$ cat src/rtl/cla_seq_adder.sv
// cla_seq_adder: nibble-serial WIDTH-bit adder driving one 4-bit carry-lookahead slice.
// Optional signed-overflow port/logic enabled by defining CLA_SEQ_OVF_EN.

module cla4_slice (
   input  logic [3:0] a,
   input  logic [3:0] b,
   input  logic       ci,
   output logic [3:0] s,
`ifdef CLA_SEQ_OVF_EN
   output logic       ov,
`endif
   output logic       co
);
   logic [3:0] g;
   logic [3:0] p;
   logic [4:0] c;

   always_comb begin
      g    = a & b;
      p    = a ^ b;
      c[0] = ci;
      c[1] = g[0] | (p[0] & c[0]);
      c[2] = g[1] | (p[1] & g[0]) | (p[1] & p[0] & c[0]);
      c[3] = g[2] | (p[2] & g[1]) | (p[2] & p[1] & g[0]) | (p[2] & p[1] & p[0] & c[0]);
      c[4] = g[3] | (p[3] & g[2]) | (p[3] & p[2] & g[1]) | (p[3] & p[2] & p[1] & g[0])
           | (&p & c[0]);
      s    = p ^ c[3:0];
      co   = c[4];
   end

`ifdef CLA_SEQ_OVF_EN
   assign ov = c[3] ^ c[4];
`endif
endmodule

module cla_seq_adder #(
   parameter int unsigned WIDTH = 16
) (
   input  logic             clk,
   input  logic             rst_n,
   input  logic             in_valid,
   output logic             in_ready,
   input  logic [WIDTH-1:0] a,
   input  logic [WIDTH-1:0] b,
   input  logic             cin,
   output logic             out_valid,
   input  logic             out_ready,
   output logic [WIDTH-1:0] sum,
   output logic             cout,
`ifdef CLA_SEQ_OVF_EN
   output logic             ovf,
`endif
   output logic             busy
);
   localparam int unsigned NIB = WIDTH / 4;
   localparam int unsigned IW  = (NIB > 1) ? $clog2(NIB) : 1;
   localparam logic [IW-1:0] LAST = IW'(NIB - 1);

   typedef enum logic [1:0] {IDLE, RUN, DONE} state_t;

   state_t           state;
   logic [IW-1:0]    nib_idx;
   logic             carry_q;
   logic [WIDTH-1:0] a_q;
   logic [WIDTH-1:0] b_q;
   logic [3:0]       na;
   logic [3:0]       nb;
   logic [3:0]       ns;
   logic             nco;
`ifdef CLA_SEQ_OVF_EN
   logic             nov;
`endif

   assign in_ready = (state == IDLE) & rst_n;

   always_comb begin
      na = '0;
      nb = '0;
      for (int unsigned i = 0; i < NIB; i++) begin
         if (nib_idx == IW'(i)) begin
            na = a_q[4*i +: 4];
            nb = b_q[4*i +: 4];
         end
      end
   end

   cla4_slice u_slice (
      .a  (na),
      .b  (nb),
      .ci (carry_q),
      .s  (ns),
`ifdef CLA_SEQ_OVF_EN
      .ov (nov),
`endif
      .co (nco)
   );

   always_ff @(posedge clk or negedge rst_n) begin
      if (!rst_n) begin
         state     <= IDLE;
         nib_idx   <= '0;
         carry_q   <= 1'b0;
         a_q       <= '0;
         b_q       <= '0;
         sum       <= '0;
         cout      <= 1'b0;
         out_valid <= 1'b0;
         busy      <= 1'b0;
`ifdef CLA_SEQ_OVF_EN
         ovf       <= 1'b0;
`endif
      end else begin
         case (state)
            IDLE: begin
               if (in_valid) begin
                  a_q     <= a;
                  b_q     <= b;
                  carry_q <= cin;
                  nib_idx <= '0;
                  sum     <= '0;
                  busy    <= 1'b1;
`ifdef CLA_SEQ_OVF_EN
                  ovf     <= 1'b0;
`endif
                  state   <= RUN;
               end
            end
            RUN: begin
               for (int unsigned i = 0; i < NIB; i++) begin
                  if (nib_idx == IW'(i)) sum[4*i +: 4] <= ns;
               end
               carry_q <= nco;
               if (nib_idx == LAST) begin
                  cout      <= nco;
                  out_valid <= 1'b1;
`ifdef CLA_SEQ_OVF_EN
                  ovf       <= nov;
`endif
                  state     <= DONE;
               end else begin
                  nib_idx <= nib_idx + 1'b1;
               end
            end
            DONE: begin
               if (out_ready) begin
                  out_valid <= 1'b0;
                  busy      <= 1'b0;
                  state     <= IDLE;
               end
            end
            default: state <= IDLE;
         endcase
      end
   end
endmodule

$ cat config.mk
export PLATFORM = sky130hd
export DESIGN_NAME = cla_seq_adder
export DESIGN_NICKNAME = d
export VERILOG_FILES = /design/src/rtl/cla_seq_adder.sv
export SDC_FILE = /design/constraint.sdc
export NUM_CORES = 1
export LEC_CHECK = 0
export ABC_AREA = 1
export BUFFER_PORTS_ARGS = -buffer_cell sky130_fd_sc_hd__buf_2
export CAP_MARGIN = 20
export CELL_PAD_IN_SITES_DETAIL_PLACEMENT = 0
export CELL_PAD_IN_SITES_GLOBAL_PLACEMENT = 1
export CORE_ASPECT_RATIO = 1.25
export CORE_MARGIN = 3
export CORE_UTILIZATION = 41
export CTS_BUF_LIST = sky130_fd_sc_hd__clkbuf_4 sky130_fd_sc_hd__clkbuf_8
export DETAILED_ROUTE_END_ITERATION = 12
export PLACE_DENSITY = 0.86
export SETUP_SLACK_MARGIN = 0.5
export SYNTH_ARGS = -nofsm -noshare
export SYNTH_HDL_FRONTEND = slang
export SYNTH_HIERARCHICAL = 1
export SYNTH_SLANG_ARGS = --single-unit
$ cat constraint.sdc
create_clock -name clk -period 2.58 [get_ports clk]
set_input_delay 0.645 -clock clk [delete_from_list [all_inputs] [get_ports clk]]
set_output_delay 0.645 -clock clk [all_outputs]
set_load 0.02 [all_outputs]
==> impl_results.md, run 1 <==
* Initial core utilization at 0.431
* Clock tree buffer depth at 2
* Multi-input logic area at about 1400 um2
* Maxcap violations at 0
* Chip height at ~100 um
* CP cell instances: inv_4 -> ha_4 -> inv_4 -> nor2_4 -> buf_4 -> nand2_1 -> nand2_1 -> nand2_1 -> nand2_2 -> inv_2 -> fa_2 -> inv_2 -> inv_2 -> nor2_4 -> nand2_1 -> nand2_1
* Placer Congestion at approximately 0.84
* Worst-path clk slew at around 100 ps
* Syn Inst Count at between 300 and 400
* Crit end category: register
* CTS tree: done
* Final Slew Violations at 0
* Crit path top cell by count: nand2_1
* Reg area at 1410 um2
* Slowest CP cell: fa_2
* Synth-to-Final Area Change at 23.4%
* Class of the worst hold path: register to register
* Vias in the first global route at 2548
* ANT nets after route at 0
* Headroom to the max-slew limit at 0.538
* Synth Net Count at between 400 and 500
* Core region area at around 6700 um2
* Pre-CTS setup slack at roughly 90 ps
* CP peak stage delay at ~530 ps
* Yosys cell types at 24
* Drt pass-1 iters at 4
* Max VDD drop at 0.530 mV
* Num Clock Sinks at 56
* Seq/Total Area, Yosys at 0.483
* Layout cells sized above 1 at 0.296
* Row Count at 33
* IO Pins at 57
* CP Data Arrival Time at between 2000 and 2500 ps
* CP Data Required Time at roughly 2800 ps
* Routed vias at 2542
* Crit Path Category: register to register
* Root buf cell: clkbuf_8
* Largest area contributor in the netlist: dfrtp_1
* Syn Std Cell Area at approximately 2900 um2
* Post-DP HPWL at slightly below 5000 um
* Drt initial violations at slightly above 100
* Largest net degree at the start of global routing at 57
* First-pass GRT wire length at between 10000 and 15000 um
* Setup_tns at 0 ps
* Critical path startpoint category: register
* Tcrit/Tclk final at 0.871
* Residual DRC at 0
* Final worst slack at between 300 and 400 ps
* Flops & latches, synth at 56
* Clock Latency Late Sink at between 300 and 400 ps
* Hold Vio Cnt, Final at 0
* Final setup viols at 0
* Overflow after GRT at 0
* Via density at approximately 4.8
* Top post-synthesis cells by area: dfrtp_1 48%, nand2_1 22%, nand3_1 7.9%
* Die area at 8130 um2
* Top cell type's share of synthesized area at 0.483
* Skew final at approximately 4.3 ps
* Nets@finish at 487
* Initial antenna violation count at 0
* RSZ-0062 raised after global routing: yes
* Worst-Margin Slew at ~690 ps
* Drt wl/cell at around 13 um
* Post-Syn Area per Cell at about 7.7 um2
* Fill cells at about 680
* Num CTS Buffers at 5
* Status: completed
* Leakage dissipation at 2.00 nW
* Antenna cells at 0
* WL final at 6930 um
* Overall Global Routing Usage at 0.186
* Power density cells at between 1000 and 1500 nW/um2
* IO buf count at 56
* Crit path max fanout at 8
* Min Tclk post-route at ~2200 ps
* Die W at roughly 80 um
* Fmax at around 440 MHz
* CTS H-tree depth at 2
* Number of synthesis warnings at 6
-- worst max-delay path, delay by kind of cell, from the launching register on --
kind | cells | cell delay [ps]
buffers and inverters | 6 | 410
AND/OR/NAND/NOR | 8 | 580
adder cells (fa/ha/maj) | 2 | 660
flip-flops | 1 | 480
-- flip-flops by register name, summed over array words and instances (netlist names), 2 cells and up --
name     count
nib_idx      2
b_q         16
a_q         16
sum         16
state        2
-- metrics by stage --
| stage | area (um2) | util | hold WS, ps | cells | power [mW] |
|---|---|---|---|---|---|
| finish | 3580 | 0.532 | 473 | 529 | 5.24 |
| global placement | 3230 | 0.481 | 449 | 505 | 4.17 |
| detailed placement | 3230 | 0.481 | 453 | 505 | 4.21 |
| global route | 3580 | 0.532 | 499 | 529 | 5.76 |
| CTS | 3550 | 0.527 | 476 | 527 | 5.14 |
| floorplan | 2930 | - | 349 | 376 | 3.61 |
-- where the power goes --
group / switching, mW / internal, mW
clock: 0.283 / 0.230
combinational: 1.91 / 1.26
sequential: 0.292 / 1.27
-- Yosys cell counts --
library cell / count
nand2_1: 172
dfrtp_1: 56
nand3_1: 46
inv_1: 22
nor2_1: 19
a21oi_1: 12
buf_2: 10
ha_1: 8
nor2_4: 4
buf_1: 3
buf_6: 3
inv_2: 3
nand2_2: 3
o21ai_0: 3
nand4_1: 2
nor2_8: 2
buf_4: 1
fa_1: 1
nand2_4: 1
nor3_1: 1
nor3b_1: 1
o31ai_1: 1
or2_0: 1
xnor2_1: 1
-- cell usage in the layout, fill, tap and decap left out, types with 2 or more instances in the layout --
cell,synthesis,routed
ha_4,0,6
nor2_8,2,2
inv_4,0,4
nand2_1,172,163
inv_2,3,8
inv_1,22,13
a21oi_1,12,9
dfrtp_2,0,3
nand2_2,3,12
buf_2,10,56
nor2_4,4,5
nand4_1,2,2
a21oi_2,0,3
nor2_1,19,18
nand3_1,46,44
clkbuf_8,0,6
o21ai_0,3,3
buf_4,1,18
nand3_2,0,2
ha_1,8,2
dfrtp_1,56,53
-- layout make-up --
cell class                      instances  area share
Clock inverter                          1     0.00209
Sequential cell                        56       0.392
Inverter                               25      0.0290
Tap cell                               87      0.0304
Clock buffer                            7      0.0251
Multi-Input combinational cell        278       0.402
Timing Repair Buffer                   75       0.119
-- layer usage --
metal | part of all wire | global-route usage | routed length [um]
met1 | 0.44 | 0.243 | 3060
met2 | 0.50 | 0.310 | 3450
met3 | 0.038 | 0.0305 | 261
met4 | 0.024 | 0.0611 | 166
met5 | 0 | 0 | 0
-- worst paths after layout --
kind,from,endpoint,slack (ps),cells after the start
hold / removal,sum[0],sum[0],470,2
setup reg to reg,nib_idx[0],sum[12],330,16
max in group asynchronous,rst_n,state[1],1600,2
hold reg to reg,sum[0],sum[0],470,2
setup / recovery,nib_idx[0],sum[12],330,16
min in group asynchronous,rst_n,sum[14],490,2
-- timing repair --
action                     4_1_cts  5_1_grt
gates cloned                     0        0
hold buffers                     0        0
setup buffers                   14        2
pin swaps                       24        0
setup endpoints to repair       18       19
resized for setup               36        7
-- cells by family (layout without fill, tap and decap cells) --
logic type	Yosys count	after routing	synth area share
compound gates	16	16	0.0284
flops	56	56	0.483
simple gates	252	252	0.377
fa+ha+maj	9	9	0.0414
xor+xnor	1	1	0.00302
buf+inv	42	108	0.0677
Power figures use the tool's default switching activity.
==> run 2: changes to the inputs <==
--- a/config.mk
+++ b/config.mk
@@ -9,10 +9,10 @@
 export BUFFER_PORTS_ARGS = -buffer_cell sky130_fd_sc_hd__buf_2
 export CAP_MARGIN = 20
 export CELL_PAD_IN_SITES_DETAIL_PLACEMENT = 0
-export CELL_PAD_IN_SITES_GLOBAL_PLACEMENT = 1
+export CELL_PAD_IN_SITES_GLOBAL_PLACEMENT = 2
 export CORE_ASPECT_RATIO = 1.25
 export CORE_MARGIN = 3
-export CORE_UTILIZATION = 41
+export CORE_UTILIZATION = 32
 export CTS_BUF_LIST = sky130_fd_sc_hd__clkbuf_4 sky130_fd_sc_hd__clkbuf_8
 export DETAILED_ROUTE_END_ITERATION = 12
 export PLACE_DENSITY = 0.86
==> run 2 against run 1 <==
Sequential share of layout area shrank 0.60 points. Global-route usage shrank 3.9 points. First-iteration DRC count grew 17%. Final cell count grew 5.5%. Worst setup slack lost 45 ps. Clock power grew 14%. Fmax shrank 2.0%. Flip-flop and latch count is the same. Combinational power grew 1%. Critical path depth grew 1. Non-clock buffer count shrank 4. Hold slack gained 2.3 ps.
==> impl_results.md, run 2 (synthesis results as in run 1) <==
* IO Pins at 57 (unchanged)
* Power density cells at 1470 nW/um2 (+0.43%)
* Setup_tns at 0 ps (unchanged)
* Leakage dissipation at 2.00 nW (about the same)
* CP Data Required Time at 2830 ps (+50 ps)
* CP peak stage delay at 470 ps (-60 ps)
* ANT nets after route at 0 (unchanged)
* Core region area at 8750 um2 (+30%)
* Synth-to-Final Area Change at 25.3%
* Crit Path Category: register to register
* CP cell instances: inv_4 -> ha_4 -> inv_4 -> nor2_4 -> nand2_2 -> nand2_2 -> nand2_2 -> nand2_2 -> ha_4 -> or2_0 -> nand2_1 -> nand3_1 -> nand2_1 -> inv_2 -> nor2_4 -> nand2_1 -> nand2_1
* Crit end category: register
* Worst-path clk slew at 100 ps (about the same)
* Worst hold slack at 475 ps (+2.25 ps)
* IO buf count at 56 (unchanged)
* Routed vias at 2473 (-2.7%)
* Slowest CP cell: dfrtp_2
* Critical path startpoint category: register
* Initial core utilization at 0.332 (-0.0995)
* RSZ-0062 raised after global routing: yes
* Antenna cells at 0 (unchanged)
* Top flop regs: a_q x16, b_q x16, sum x16
* Final setup viols at 0 (unchanged)
* Bufs and invs on worst path at 3 (-3)
* Residual DRC at 0 (unchanged)
* Drt initial violations at 121 (+17%)
* Max VDD drop at 0.494 mV (-6.6%)
* Leading cell type in the layout, fill and taps excluded: nand2_1
* Final Non-Filler Cells at 558 (+5.5%)
* Maxcap violations at 0 (unchanged)
* Die area at 10300 um2 (+26%)
* CP Data Arrival Time at 2550 ps (+100 ps)
* Status: completed
* Headroom to the max-slew limit at 0.536 (-0.00280)
* Drt wl/cell at 12.8 um (-2.4%)
* Cells after DPL at 539 (+6.7%)
* Vias in the first global route at 2538 (-0.39%)
* CTS tree: done
* Class of the worst hold path: register to register
* Overflow after GRT at 0 (unchanged)
* Min Tclk post-route at 2290 ps (+45.3 ps)
* Layout cells sized above 1 at 0.304 (+0.00727)
* Final core utilization at 0.416 (-0.117)
* Placer Congestion at 0.815 (-2.8%)
* Skew final at 6.61 ps (+2.27 ps)
* First-pass GRT wire length at 12100 um (+1.7%)
* CTS H-tree depth at 2 (unchanged)
* Nets@finish at 483 (-0.82%)
* Overall Global Routing Usage at 0.146 (-0.0393)
* Tcrit/Tclk final at 0.889 (+0.0176)
* Commonest non-fill, non-tap cells in the layout: 162 x nand2_1, 56 x buf_2, 54 x dfrtp_1
* Clock tree buffer depth at 2 (unchanged)
* Num Clock Sinks at 56 (unchanged)
* Fill cells at 944 (+39%)
* WL final at 7140 um (+3.0%)
* Num CTS Buffers at 5 (unchanged)
* Via density at 4.43 (-7.8%)
* Post-DP HPWL at 5100 um (+4.1%)
* Initial antenna violation count at 0 (unchanged)
* Crit-path leading delay family: simple AND/OR/NAND/NOR gates
* Fmax at 436 MHz (-2.0%)
* Die W at 91.2 um (+12%)
* Chip height at 112 um (+12%)
* Crit path max fanout at 8 (unchanged)
* Drt pass-1 iters at 4 (unchanged)
* Final Slew Violations at 0 (unchanged)
* Worst-Margin Slew at 697 ps (+4.20 ps)
* Row Count at 38 (+15%)
* Clock Latency Late Sink at 300 ps (about the same)
* Hold Vio Cnt, Final at 0 (unchanged)
* Root buf cell: clkbuf_8
* Largest net degree at the start of global routing at 57 (unchanged)
[run 2: cell count changes in the layout (fill, tap and decap cells not counted), moves of 2 or more]
cell and delta:
inv_4 -2, nor2_1 -6, buf_6 +2, buf_4 -6, inv_2 +2, nor2_2 +6
[run 2: layout make-up]
class                      count  area (um2)  area share
clock inverter                 2        35.0     0.00964
clock buffer                   6        76.3      0.0210
sequential                    56        1400       0.386
multi-input combinational    278        1460       0.402
tap                          120         150      0.0413
timing repair buffer          71         404       0.111
inverter                      25         106      0.0292
[run 2: per-layer routing]
metal,vias to the layer above,part of all wire,GRT usage
met4,0,0.011,0.0402
li1,1298,-,-
met2,46,0.50,0.254
met3,4,0.031,0.0275
met1,1125,0.46,0.186
met5,-,0,0
[run 2: power by group]
group,internal [mW],switching (mW)
clock network,0.299,0.287
registers,1.27,0.279
logic,1.27,1.94
[run 2: timing repair]
action / CTS / global route
cloned: 0 / 0
resized for setup: 30 / 20
hold buffers: 0 / 0
pin swaps: 27 / 17
buffers inserted: 7 / 4
endpoints found under the setup margin: 18 / 19
[run 2: tightest hold or removal path, cell delays in order (launching register included)]
cell and delay (ps):
dfrtp_1 350, nand2_1 50, nand2_1 50
[run 2: path summary, 6_finish.rpt]
check                                 from       end  slack [ps]  depth (start not counted)
worst max-delay path            nib_idx[0]   sum[11]         290                         17
worst min register to register      sum[0]    sum[0]         480                          2
worst min-delay path                sum[0]    sum[0]         480                          2
min in group asynchronous            rst_n   sum[15]         490                          2
worst max register to register  nib_idx[0]   sum[11]         290                         17
max in group asynchronous            rst_n  state[1]        1600                          2
[run 2: per-stage QoR]
step / power [mW] / setup WS, ps / area [um2]
finish: 5.34 / 287 / 3640
global placement: 4.24 / 41.4 / 3280
detailed placement: 4.25 / 18.8 / 3280
CTS: 5.18 / 348 / 3550
global route: 5.90 / 133 / 3640
floorplan: 3.61 / 516 / 2930
==> run 3: changes to the inputs <==
--- a/config.mk
+++ b/config.mk
@@ -5,17 +5,16 @@
 export SDC_FILE = /design/constraint.sdc
 export NUM_CORES = 1
 export LEC_CHECK = 0
-export ABC_AREA = 1
 export BUFFER_PORTS_ARGS = -buffer_cell sky130_fd_sc_hd__buf_2
 export CAP_MARGIN = 20
 export CELL_PAD_IN_SITES_DETAIL_PLACEMENT = 0
 export CELL_PAD_IN_SITES_GLOBAL_PLACEMENT = 2
 export CORE_ASPECT_RATIO = 1.25
 export CORE_MARGIN = 3
-export CORE_UTILIZATION = 32
+export CORE_UTILIZATION = 37
 export CTS_BUF_LIST = sky130_fd_sc_hd__clkbuf_4 sky130_fd_sc_hd__clkbuf_8
 export DETAILED_ROUTE_END_ITERATION = 12
-export PLACE_DENSITY = 0.86
+export PLACE_DENSITY = 0.87
 export SETUP_SLACK_MARGIN = 0.5
 export SYNTH_ARGS = -nofsm -noshare
 export SYNTH_HDL_FRONTEND = slang
==> run 3 against run 2 <==
Hold slack better by 20 ps. Fmax decreased by 8.3%. Area after synthesis shrank 2.5%. Power rose by 10%. Critical endpoint is now cout. Clock power about the same. Clock-buffer cell count stayed put. Worst setup slack got worse by 210 ps. Via count down 16%. Clock skew barely moved. Synthesized cell count is 36% lower. Critical path type unchanged.
==> impl_results.md, run 3 <==
* Max VDD drop at 0.844 mV (+71%)
* Skew final at 6.54 ps (-0.0721 ps)
* Internal power at 3.44 mW (+21%)
* Flops & latches, synth at 56 (unchanged)
* Min Tclk post-route at 2500 ps (+209 ps)
* Core region area at 7400 um2 (-15%)
* Vias in the first global route at 2213 (-13%)
* Antenna cells at 0 (unchanged)
* First-pass GRT wire length at 11000 um (-9.3%)
* Num CTS Buffers at 5 (unchanged)
* Post-Syn Area per Cell at 11.7 um2 (+52%)
* Row Count at 35 (-7.9%)
* Fill cells at 677 (-28%)
* Initial antenna violation count at 0 (unchanged)
* CTS H-tree depth at 2 (unchanged)
* Clock power share at 0.099 (-0.011)
* Worst-Margin Slew at 719 ps (+22.0 ps)
* Final instance area at 3580 um2 (-1.5%)
* Drt wl/cell at 15.7 um (+23%)
* Crit path max fanout at 8 (unchanged)
* Bufs and invs on worst path at 3 (unchanged)
* RSZ-0062 raised after global routing: yes
* Seq/Total Area, Yosys at 0.495 (+0.0122)
* Top flop regs: a_q x16, b_q x16, sum x16
* WL final at 6440 um (-9.8%)
* Commonest non-fill, non-tap cells in the layout: 56 x buf_2, 55 x dfrtp_1, 41 x nand2_1
* Final Slew Violations at 0 (unchanged)
* Die area at 8750 um2 (-15%)
* Synth-to-Final Area Change at 26.5%
* Syn Std Cell Area at 2830 um2 (-2.5%)
* Placed inst area at 3220 um2 (-2.0%)
* Post-DP HPWL at 4590 um (-10%)
* Overall Global Routing Usage at 0.154 (+0.00798)
* Power density cells at 1650 nW/um2 (+12%)
* Final setup viols at 0 (unchanged)
* Sw Ratio at 0.417 (-0.0523)
* Reg area at 1400 um2 (about the same)
* Tcrit/Tclk final at 0.970 (+0.0809)
* Critical path startpoint category: register
* Met1 Usage GRT at 0.198 (+0.0119)
* Class of the worst hold path: input pin to asynchronous set/reset pin
* Comb power frac at 0.626 (+0.026)
* Via density at 5.05 (+14%)
* Clock Latency Late Sink at 310 ps (about the same)
* CP cell instances: inv_2 -> buf_6 -> ha_4 -> buf_6 -> nor2_4 -> a21oi_2 -> ha_1 -> a21o_1 -> a31o_1 -> a21o_1 -> mux2_2
* Yosys cell types at 35 (+46%)
* CP Data Required Time at 2780 ps (-50 ps)
* CP peak stage delay at 410 ps (-60 ps)
* CP startpoint: nib_idx[0]
* Largest area contributor in the netlist: dfrtp_1
* Layout cells sized above 1 at 0.497 (+0.193)
* Top-count cell post-synth: dfrtp_1
* Top cell type's share of synthesized area at 0.495 (+0.0122)
* Top post-synthesis cells by area: dfrtp_1 49%, mux2_4 16%, nand2_1 6.0%
* Num Clock Sinks at 56 (unchanged)
* Maxcap violations at 0 (unchanged)
* Final worst slack at 78.4 ps (-209 ps)
* Worst hold slack at 495 ps (+19.6 ps)
* Most crowded layer after global routing: met2
* Chip height at 104 um (-7.7%)
* Leakage dissipation at 1.68 nW (-16%)
* Number of synthesis warnings at 6 (unchanged)
* Nets@finish at 363 (-25%)
* Hold Vio Cnt, Final at 0 (unchanged)
* Sequential share of power at 0.275 (-0.015)
* Initial core utilization at 0.383 (+0.0508)
* Synth top cells by count: 56 x dfrtp_1, 45 x nand2_1, 30 x mux2_4
* Multi-input logic area at 1440 um2 (-1.7%)
* CP Data Arrival Time at 2710 ps (+160 ps)
* GR Util met2 at 0.256 (+0.00122)
* CTS tree: done
* Post-synth EDFFs at 0 (unchanged)
* Net Sw Power at 2.46 mW (-2.0%)
* Die W at 84.2 um (-7.6%)
* IO Pins at 57 (unchanged)
* Worst-path clk slew at 100 ps (about the same)
* Synth Net Count at 288 (-32%)
* Fmax at 400 MHz (-8.3%)
* Slowest CP cell: dfrtp_2
* Drt initial violations at 108 (-11%)
* Setup_tns at 0 ps (unchanged)
* Drt pass-1 iters at 4 (unchanged)
* M3 GR Usage at 0.0263 (-0.00123)
* IO buf count at 56 (unchanged)
* Root buf cell: clkbuf_8
* Syn Inst Count at 242 (-36%)
* Status: completed
* Async set-reset flop share out of synthesis at 1.00 (unchanged)
* Residual DRC at 0 (unchanged)
* ANT nets after route at 0 (unchanged)
* Clock tree buffer depth at 2 (unchanged)
* Leading cell type in the layout, fill and taps excluded: buf_2
* Primary FF master, synth: dfrtp_1
* Pre-CTS setup slack at -156 ps (-175 ps)
* Crit end category: register
* Reg2reg start: nib_idx[0]
* Overflow after GRT at 0 (unchanged)
* Headroom to the max-slew limit at 0.521 (-0.0147)
* Routed vias at 2069 (-16%)
* Crit Path Category: register to register
* Final core utilization at 0.484 (+0.0684)
* Largest net degree at the start of global routing at 57 (unchanged)
* Crit-path leading delay family: compound AO/OA/AOI/OAI gates
* Placer Congestion at 0.820 (+0.58%)
-- run 3: changes by cell type after synthesis, sizes merged, moves of 3 or more --
cell,change
a21o,+3
buf,-12
o22ai,+7
nor2,-21
nor2b,+5
o211ai,+16
nand3,-45
nand2,-131
clkbuf,+6
mux2,+33
a22oi,+8
inv,-15
-- run 3: power by group through the flow --
stage / Combinational [mW] / Sequential, mW / Clock, mW
floorplan: 2.15 / 1.66 / 0
global placement: 2.89 / 1.61 / 0
detailed placement: 2.93 / 1.62 / 0
CTS: 3.41 / 1.62 / 0.600
global route: 4.06 / 1.68 / 0.631
finish: 3.69 / 1.62 / 0.583
-- run 3: routing by layer --
layer | part of all wire | vias up | wire (um)
li1 | - | 1004 | -
met1 | 0.44 | 1002 | 2810
met2 | 0.50 | 52 | 3230
met3 | 0.041 | 11 | 261
met4 | 0.021 | 0 | 136
met5 | 0 | - | 0
-- run 3: area by class of cell --
cell class / count / share of cell area
inverters: 10 / 0.0119
clock inverters: 2 / 0.00978
multi-input cells: 165 / 0.401
repair buffers: 79 / 0.133
clock buffers: 6 / 0.0213
flip-flops and latches: 56 / 0.392
well taps: 92 / 0.0321
-- run 3: kinds of logic (layout without fill, tap and decap cells) --
kind of cell / after synthesis / in the layout / synth area share
AND/OR/NAND/NOR: 62 / 62 / 0.0985
AO/OA/AOI/OAI: 58 / 58 / 0.136
flip-flops: 56 / 56 / 0.495
multiplexers: 33 / 33 / 0.171
buffers and inverters: 21 / 97 / 0.0482
adder cells (fa/ha/maj): 9 / 9 / 0.0424
XOR/XNOR: 3 / 3 / 0.00928
-- run 3: metrics by stage --
stage	total power [mW]	instances
2_1_floorplan	3.80	242
3_3_place_gp	4.50	386
3_5_place_dp	4.55	386
4_1_cts	5.63	403
5_1_grt	6.37	410
6_report	5.89	410
-- run 3: worst paths after layout --
kind	slack [ps]	endpoint	depth (start not counted)
min	490	sum[10]	2
max reg2reg	80	cout	11
min in group clk	530	b_q[8]	1
min reg2reg	530	b_q[8]	1
max	80	cout	11
max in group asynchronous	1550	nib_idx[0]	2
-- run 3: what timing repair did --
| item | in CTS | in global routing |
|---|---|---|
| gates resized for setup | 29 | 8 |
| hold buffers | 0 | 0 |
| pin swaps | 32 | 13 |
| endpoints found under the setup margin | 18 | 18 |
| setup buffers | 9 | 7 |
